[config.mk]
export PLATFORM = sky130hd
export DESIGN_NAME = uart_rx_fifo
export DESIGN_NICKNAME = d
export VERILOG_FILES = /design/src/rtl/uart_pkg.sv /design/src/rtl/uart_rx_fifo_q.sv /design/src/rtl/uart_rx_fifo.sv
export SDC_FILE = /design/constraint.sdc
export NUM_CORES = 1
export LEC_CHECK = 0
export ABC_AREA = 1
export CORE_AREA = 3 3 322 324
export CTS_BUF_LIST = sky130_fd_sc_hd__clkbuf_8 sky130_fd_sc_hd__clkbuf_16
export CTS_CLUSTER_DIAMETER = 40
export DETAILED_ROUTE_END_ITERATION = 8
export DIE_AREA = 0 0 325 327
export PLACE_DENSITY = 0.57
export SLEW_MARGIN = 10
export SYNTH_ARGS = -nofsm -noshare
export SYNTH_HDL_FRONTEND = slang
export SYNTH_SLANG_ARGS = --single-unit
[constraint.sdc]
create_clock -name clk -period 5.7 [get_ports clk]
set_input_delay 1.14 -clock clk [delete_from_list [all_inputs] [get_ports clk]]
set_output_delay 1.14 -clock clk [all_outputs]
set_load 0.02 [all_outputs]
[src/rtl/uart_pkg.sv]
// rtl/uart_pkg.sv - shared types and constants for the UART receive path
package uart_pkg;

    typedef enum logic {
        IDLE = 1'b0,
        RCV  = 1'b1
    } rx_state_t;

    localparam int UART_Q_DEPTH = 128;
    localparam int BAUD_W       = 13;

    // Sample index of the stop bit (start = 1, data = 2..9, stop = 10)
    localparam logic [3:0] RX_LAST_BIT = 4'd10;

endpackage

[src/rtl/uart_rx_fifo_q.sv]
// rtl/uart_rx_fifo_q.sv - 128x8 dual-port receive queue storage with asynchronous read
import uart_pkg::*;

module UART_Q (
    input  logic       clk,
    input  logic       we,
    input  logic [6:0] waddr,
    input  logic [7:0] wdata,
    input  logic [6:0] raddr,
    output logic [7:0] rdata
);

    logic [7:0] mem_q [UART_Q_DEPTH];

    // Synchronous write port; storage needs no reset since the pointers gate validity
    always_ff @(posedge clk) begin
        if (we) begin
            mem_q[waddr] <= wdata;
        end
    end

    assign rdata = mem_q[raddr];

endmodule

[src/rtl/uart_rx_fifo.sv]
// rtl/uart_rx_fifo.sv - 8N1 UART receiver feeding a 128-entry byte queue with sticky error flags
import uart_pkg::*;

module uart_rx_fifo (
    input  logic              clk,
    input  logic              rst_n,
    input  logic              RX,
    input  logic [BAUD_W-1:0] baud_reload,
    input  logic              rd_en,
    input  logic              clr_err,
    output logic [7:0]        rdata,
    output logic              rx_rdy,
    output logic [7:0]        entries,
    output logic              frame_err,
    output logic              overrun
);

    logic              rx_ff1_q, rx_ff2_q, rx_prev_q;
    rx_state_t         state_q, state_d;
    logic [BAUD_W-1:0] baud_cnt_q, baud_cnt_d;
    logic [3:0]        bit_cnt_q, bit_cnt_d;
    logic [7:0]        shift_reg_q, shift_reg_d;
    logic [7:0]        wrt_ptr_q, wrt_ptr_d;
    logic [7:0]        rd_ptr_q, rd_ptr_d;
    logic              frame_err_q, frame_err_d;
    logic              overrun_q, overrun_d;

    logic              start_edge;
    logic [3:0]        bit_cnt_inc;
    logic              byte_valid;
    logic              frame_bad;
    logic [7:0]        fill;
    logic              q_empty, q_full;
    logic              do_pop, do_push, do_drop;

    // Two-stage synchronizer plus a delayed copy for falling-edge detection; idle-high reset
    always_ff @(posedge clk or negedge rst_n) begin
        if (!rst_n) begin
            rx_ff1_q  <= 1'b1;
            rx_ff2_q  <= 1'b1;
            rx_prev_q <= 1'b1;
        end else begin
            rx_ff1_q  <= RX;
            rx_ff2_q  <= rx_ff1_q;
            rx_prev_q <= rx_ff2_q;
        end
    end

    assign start_edge  = rx_prev_q & ~rx_ff2_q;
    assign bit_cnt_inc = bit_cnt_q + 4'd1;

    // Deframer next state: half-bit delay to the start sample, then one sample per bit period
    always_comb begin
        state_d     = state_q;
        baud_cnt_d  = baud_cnt_q;
        bit_cnt_d   = bit_cnt_q;
        shift_reg_d = shift_reg_q;
        byte_valid  = 1'b0;
        frame_bad   = 1'b0;
        case (state_q)
            IDLE: begin
                if (start_edge) begin
                    state_d    = RCV;
                    baud_cnt_d = baud_reload >> 1;
                    bit_cnt_d  = 4'd0;
                end
            end
            RCV: begin
                if (baud_cnt_q == '0) begin
                    baud_cnt_d = baud_reload;
                    bit_cnt_d  = bit_cnt_inc;
                    if (bit_cnt_q == 4'd0) begin
                        // Start bit must still be low, otherwise it was a glitch
                        if (rx_ff2_q) begin
                            state_d = IDLE;
                        end
                    end else if (bit_cnt_inc == RX_LAST_BIT) begin
                        state_d = IDLE;
                        if (rx_ff2_q) begin
                            byte_valid = 1'b1;
                        end else begin
                            frame_bad = 1'b1;
                        end
                    end else begin
                        // LSB arrives first, so shifting in at the MSB leaves it aligned after 8 bits
                        shift_reg_d = {rx_ff2_q, shift_reg_q[7:1]};
                    end
                end else begin
                    baud_cnt_d = baud_cnt_q - 1'b1;
                end
            end
            default: state_d = IDLE;
        endcase
    end

    assign fill    = wrt_ptr_q - rd_ptr_q;
    assign q_empty = (fill == 8'h00);
    assign q_full  = (fill == 8'h80);
    assign do_pop  = rd_en & ~q_empty;
    // A pop in the same cycle frees a slot first, so a full queue still accepts the byte
    assign do_push = byte_valid & (~q_full | do_pop);
    assign do_drop = byte_valid & q_full & ~do_pop;

    // Pointer and sticky-flag next state; a new error outranks a clear in the same cycle
    always_comb begin
        wrt_ptr_d   = wrt_ptr_q + {7'd0, do_push};
        rd_ptr_d    = rd_ptr_q + {7'd0, do_pop};
        frame_err_d = frame_bad | (frame_err_q & ~clr_err);
        overrun_d   = do_drop | (overrun_q & ~clr_err);
    end

    // Receive FSM, datapath and queue bookkeeping registers
    always_ff @(posedge clk or negedge rst_n) begin
        if (!rst_n) begin
            state_q     <= IDLE;
            baud_cnt_q  <= '0;
            bit_cnt_q   <= 4'd0;
            shift_reg_q <= 8'h00;
            wrt_ptr_q   <= 8'h00;
            rd_ptr_q    <= 8'h00;
            frame_err_q <= 1'b0;
            overrun_q   <= 1'b0;
        end else begin
            state_q     <= state_d;
            baud_cnt_q  <= baud_cnt_d;
            bit_cnt_q   <= bit_cnt_d;
            shift_reg_q <= shift_reg_d;
            wrt_ptr_q   <= wrt_ptr_d;
            rd_ptr_q    <= rd_ptr_d;
            frame_err_q <= frame_err_d;
            overrun_q   <= overrun_d;
        end
    end

    UART_Q u_q (
        .clk   (clk),
        .we    (do_push),
        .waddr (wrt_ptr_q[6:0]),
        .wdata (shift_reg_q),
        .raddr (rd_ptr_q[6:0]),
        .rdata (rdata)
    );

    assign rx_rdy    = ~q_empty;
    assign entries   = fill;
    assign frame_err = frame_err_q;
    assign overrun   = overrun_q;

endmodule

# Word level (Yosys, flattened, before mapping)
# Memories as Yosys holds them, arrays and structs flattened.
# Cells that the tools add are included.
[totals]
regBits = 47
ramBits = 1024
input_bits = 18
output_inout_bits = 19
word_cells = 67
n_memories = 1
[op_classes]
add_sub_neg = 5
n_eq_ne = 4
n_mux = 23
bitwise_logic = 18
reduce_logical = 5
[mem_list]
columns = ["memory", "depth", "word_bits", "read_ports", "rd_clocked_by_memory_dff", "wr", "line_no", "text"]
rows = [
  ["u_q.mem_q", 128, 8, 1, 0, 1, "uart_rx_fifo_q.sv:13", "logic [7:0] mem_q [UART_Q_DEPTH];"],
]
[op_table]
columns = ["op", "count"]
rows = [
  ["$mux 13", 2],
  ["$pmux 13 s2", 1],
  ["$add 8x1->8", 2],
  ["$mux 1", 16],
  ["$logic_not 13->1", 1],
  ["$sub 13x1->13 const B", 1],
  ["$eq 8x8->1 const B", 1],
  ["$logic_not 8->1", 1],
  ["$mux 4", 2],
  ["$not 1->1", 8],
  ["$pmux 4 s2", 1],
  ["$sub 8x8->8", 1],
  ["$and 1x1->1", 7],
  ["$add 4x1->4 const B", 1],
  ["$eq 4x4->1 const B", 1],
  ["$logic_not 4->1", 1],
  ["$reduce_and 4->1", 1],
  ["$or 1x1->1", 3],
  ["$ne 2x1->1 const B", 1],
  ["$ne 2x2->1 const B", 1],
  ["$pmux 1 s2", 1],
  ["$reduce_and 2->1", 1],
]

# Logic depth before layout (Yosys ltp)
# Gate-level depths: netlist of run 1.
[depth]
depth_word = 9
ltp_mapped = 21
depth_no_buf = 20

# By module
# From an unflattened synthesis of run 1, not the netlist that was laid out.
[hier_totals]
cells_unflattened = 3926
area_unflattened_um2 = 44933.1
[by_module_without_submodules]
columns = ["module", "instances", "cells_each", "area_each_um2", "seq_area_each_um2"]
rows = [
  ["UART_Q", 1, 3567, 41944.0, 30749.5],
  ["uart_rx_fifo", 1, 359, 2989.1, 1179.9],
]

# Worst setup path after synthesis of run 1
# Ideal clock, no wire load.
[synth_path]
path_type = "register to output"
start = "register rd_ptr_q[1]"
end = "output rx_rdy"
arrival_ns = 2.402
required_time_ns = 4.560
setup_slack_ns = 2.158
stages_incl_launch_ff = 10
path_buffers = 3
cell_sequence = "dfrtp_1 > clkbuf_1 > inv_2 > buf_2 > clkbuf_1 > fa_1 > nor3_1 > nand3_1 > nor2_1 > nand3_1"
[synth_via]
elab_chain_cells = 3
[synth_lines]
columns = ["item", "line_no", "text"]
rows = [
  ["start: declaration", "uart_rx_fifo.sv:24", "logic [7:0] rd_ptr_q, rd_ptr_d;"],
  ["start signal: assignment", "uart_rx_fifo.sv:129", "rd_ptr_q <= rd_ptr_d;"],
  ["$sub 8x8->8", "uart_rx_fifo.sv:96", "assign fill = wrt_ptr_q - rd_ptr_q;"],
  ["via entries[1]", "uart_rx_fifo.sv:13", "output logic [7:0] entries,"],
  ["$logic_not 8->1", "uart_rx_fifo.sv:97", "assign q_empty = (fill == 8'h00);"],
  ["$not 1->1", "uart_rx_fifo.sv:144", "assign rx_rdy = ~q_empty;"],
  ["end: declaration", "uart_rx_fifo.sv:12", "output logic rx_rdy,"],
]
# The timed path passes the listed nets, and every way through them passes these cells.

# Worst setup path after layout of run 1
[layout_path]
start = "register rd_ptr_q[2]"
end = "output rdata[6]"
[layout_via]
elab_chain_cells = 1
[layout_lines]
columns = ["item", "line_no", "text"]
rows = [
  ["$mem_v2 128x8", "--", ""],
  ["end: declaration", "uart_rx_fifo.sv:11", "output logic [7:0] rdata,"],
]
# Every way passes these cells.

==> results of run 1 <==
layout by cell type (no fill, tap or decap), types with 4 or more instances in the layout:
master           count
a21oi_1             10
buf_12              16
buf_4               27
bufinv_16           26
clkbuf_16          149
clkdlybuf4s50_1     35
clkinv_1            23
clkinv_2            16
clkinv_4            10
clkinv_8             6
clkinvlp_4          19
dfrtp_1             32
dfrtp_4             11
edfxtp_1          1024
ha_1                16
inv_1               51
inv_16               4
inv_2               12
inv_6               10
nand2_1           1275
nand3_1            950
nand3_4             10
nor2_1             161
nor2_2               4
nor3_1              11
o211ai_1             7
o21ai_0             17
o21ai_1             11
xnor2_1              6
xor2_1              17
critical path, delay by kind of cell, from the launching register on:
family,cells,cell delay (ps)
buf+inv,3,1660
simple gates,8,1040
flops,1,680
logic make-up after synthesis:
logic type / after synthesis / share of synthesized area [%]
XOR/XNOR: 23 / 0.454
AO/OA/AOI/OAI: 55 / 0.722
AND/OR/NAND/NOR: 2422 / 23.7
buffers and inverters: 296 / 2.68
adder cells (fa/ha/maj): 17 / 0.496
flip-flops: 1071 / 72.0
cell usage after synthesis (16+ instances only):
library cell  number
o21ai_0           17
nor2_1           161
nand3_1          950
buf_2             16
buf_1             51
ha_1              16
dfrtp_1           44
xor2_1            17
edfxtp_1        1024
inv_1             42
clkbuf_1         161
nand2_1         1275
flip-flops by register name, summed over array words and instances, names as in the netlist, 4 cells and up:
signal and cells:
wrt_ptr_q 8, baud_cnt_q 13, shift_reg_q 8, bit_cnt_q 4, rd_ptr_q 8, u_q.mem_q 1024
metrics by stage:
stage | cells | hold WS (ps) | cell area [µm²] | setup slack, ps | total power (µW)
floorplan | 3884 | 345 | 44400 | 2160 | 13500
global placement | 5095 | 347 | 46000 | 1200 | 16400
detailed placement | 5095 | 348 | 46000 | 1170 | 16400
CTS | 5368 | 355 | 51300 | 357 | 26100
global route | 5368 | 356 | 51300 | 204 | 27100
finish | 5368 | 353 | 51300 | 349 | 25900
layer usage:
| metal | vias up | part of all wire [%] |
|---|---|---|
| met4 | 0 | 3.0 |
| met5 | - | 0 |
| li1 | 13666 | - |
| met3 | 217 | 7.3 |
| met2 | 1201 | 47 |
| met1 | 14554 | 42 |
path summary, 6_finish.rpt:
kind	from	cells past startpoint	end
max in group asynchronous	rst_n	2	shift_reg_q[5]
hold / removal	rx_ff1_q	0	rx_ff2_q
setup / recovery	rd_ptr_q[2]	11	rdata[6]
min in group asynchronous	rst_n	2	baud_cnt_q[8]
hold reg to reg	rx_ff1_q	0	rx_ff2_q
setup reg to reg	rd_ptr_q[0]	13	u_q.mem_q[16][1]
power breakdown:
part           internal, µW  total (µW)  leakage, µW  switching [µW]
clock                  6050        9660      0.00255            3610
combinational          2080        7520      0.00506            5450
sequential             8590        8770       0.0119             184
final cells by class:
| cell class | instances | share of cell area (%) |
|---|---|---|
| flip-flops and latches | 1071 | 62.3 |
| multi-input cells | 2517 | 21.9 |
| clock buffers | 151 | 7.32 |
| well taps | 1368 | 3.34 |
| clock inverters | 122 | 2.94 |
| repair buffers | 79 | 1.71 |
| inverters | 60 | 0.473 |
==> results.txt, run 1 <==
num ports = 37
Worst EP arrival = 4210 ps
ys async rst share = 4.39%
crit-path most repeated cell = nand2_1
# fillers = 8788
Yosys top cell by area = edfxtp_1
Req. time, crit path = 4560 ps
Root Driver = clkbuf_16
Synthesized Nets = 3919
Slowest cell on crit path = dfrtp_4
Top Usage Layer GRT = met2
Final Hold Viols = 0
FF-to-FF setup slack = 1330 ps
CTS sink cnt = 1071
CTS tree = yes
CP endpoint kind = output pin
M2 GR Usage = 36.9%
status = finished clean
initial core utilization = 43.7%
EDFF count, synth = 1024
gr ovfl total = 0
ant diodes = 0
largest net degree at the start of global routing = 188
Synth top area share = 69.3%
I/O Buffers = 36
Cell Pwr Density = 506 mW/mm²
Clock Latency Late Sink = 750 ps
Final setup viols = 0
total CTS buffers = 148
Avg Inst Size Synth = 11.4 µm²
Core Box Area = 0.101 mm²
Crit Path Max Fanout = 36
Post CTS Setup Buffer Count = 0
Max Slew Vio Count = 0
vias post-DR = 29638
Site Rows = 117
nets@finish = 3912
Die H = 327 µm
predominant post-synthesis flop cell = edfxtp_1
drt first-iter violations = 3414
RSZ-0062 raised after global routing = no
post-cts resize count = 0
post-layout util = 50.6%
Die W = 325 µm
max_slew headroom = 17.5%
clk slew on worst S/H paths = 50 ps
vias in the first global route = 28638
mapped cell area = 0.0444 mm²
Max Freq = 187 MHz
Ys Warns = 0
Max-cap violations = 0
footprint of the multi-input gates = 0.0112 mm²
CP max stage delay = 680 ps
worst slew pin tran = 1240 ps
DP HPWL = 69.0 mm
Peak VDD IR = 638 µV
first-pass GRT wire length = 185 mm
initial antenna violation count = 0
CP Class = flip-flop to output pin
Fin Setup TNS = 0 ps
final worst path period share = 93.9%
CP Cell Sequence = inv_4, buf_4, nand3_1, nand3_1, nand2_1, nand2_1, nand3_1, nand2_1, nand2_1, nand2_1, clkdlybuf4s50_1
post-synth cell types = 38
post-route ant nets = 0
Lkg Pwr = 0.0195 µW
Setup Skew = 24.1 ps
Routed wire per std cell = 22.9 µm
FF+latch count, synth = 1071
area delta synth->final = 15.7%
met1 Track Usage GR = 32.1%
Vias/cell = 5.52
sequential element share of the synthesized area = 72.0%
GRT Total Usage = 23.1%
register area = 0.0320 mm²
Hold Crit Class = flip-flop to flip-flop
Post-CTS Hold Fix Bufs = 0
share of layout cells above drive strength 1 = 8.48%
Startpoint Class = flip-flop
first drt pass iteration count = 6
total die area = 0.106 mm²
# DRC = 0
GPL Wtd Cong = 0.826
GR Util met3 = 4.11%
Mapped Cells = 3884
min Tclk post-route = 5350 ps
final WL = 123 mm
H-tree depth = 4
Synth area leaders = edfxtp_1 (69%), nand2_1 (11%), nand3_1 (11%), dfrtp_1 (2.5%), clkbuf_1 (1.4%)
Max Root-Sink Buffers = 3
Note: power is estimated with default switching activity, not from simulation.
==> inputs of run 2 (changes only) <==
Settings changed: SETUP_SLACK_MARGIN set to 0.02.
==> results of run 2 <==
Final layout, timing and power as in run 1 (identical DEF).
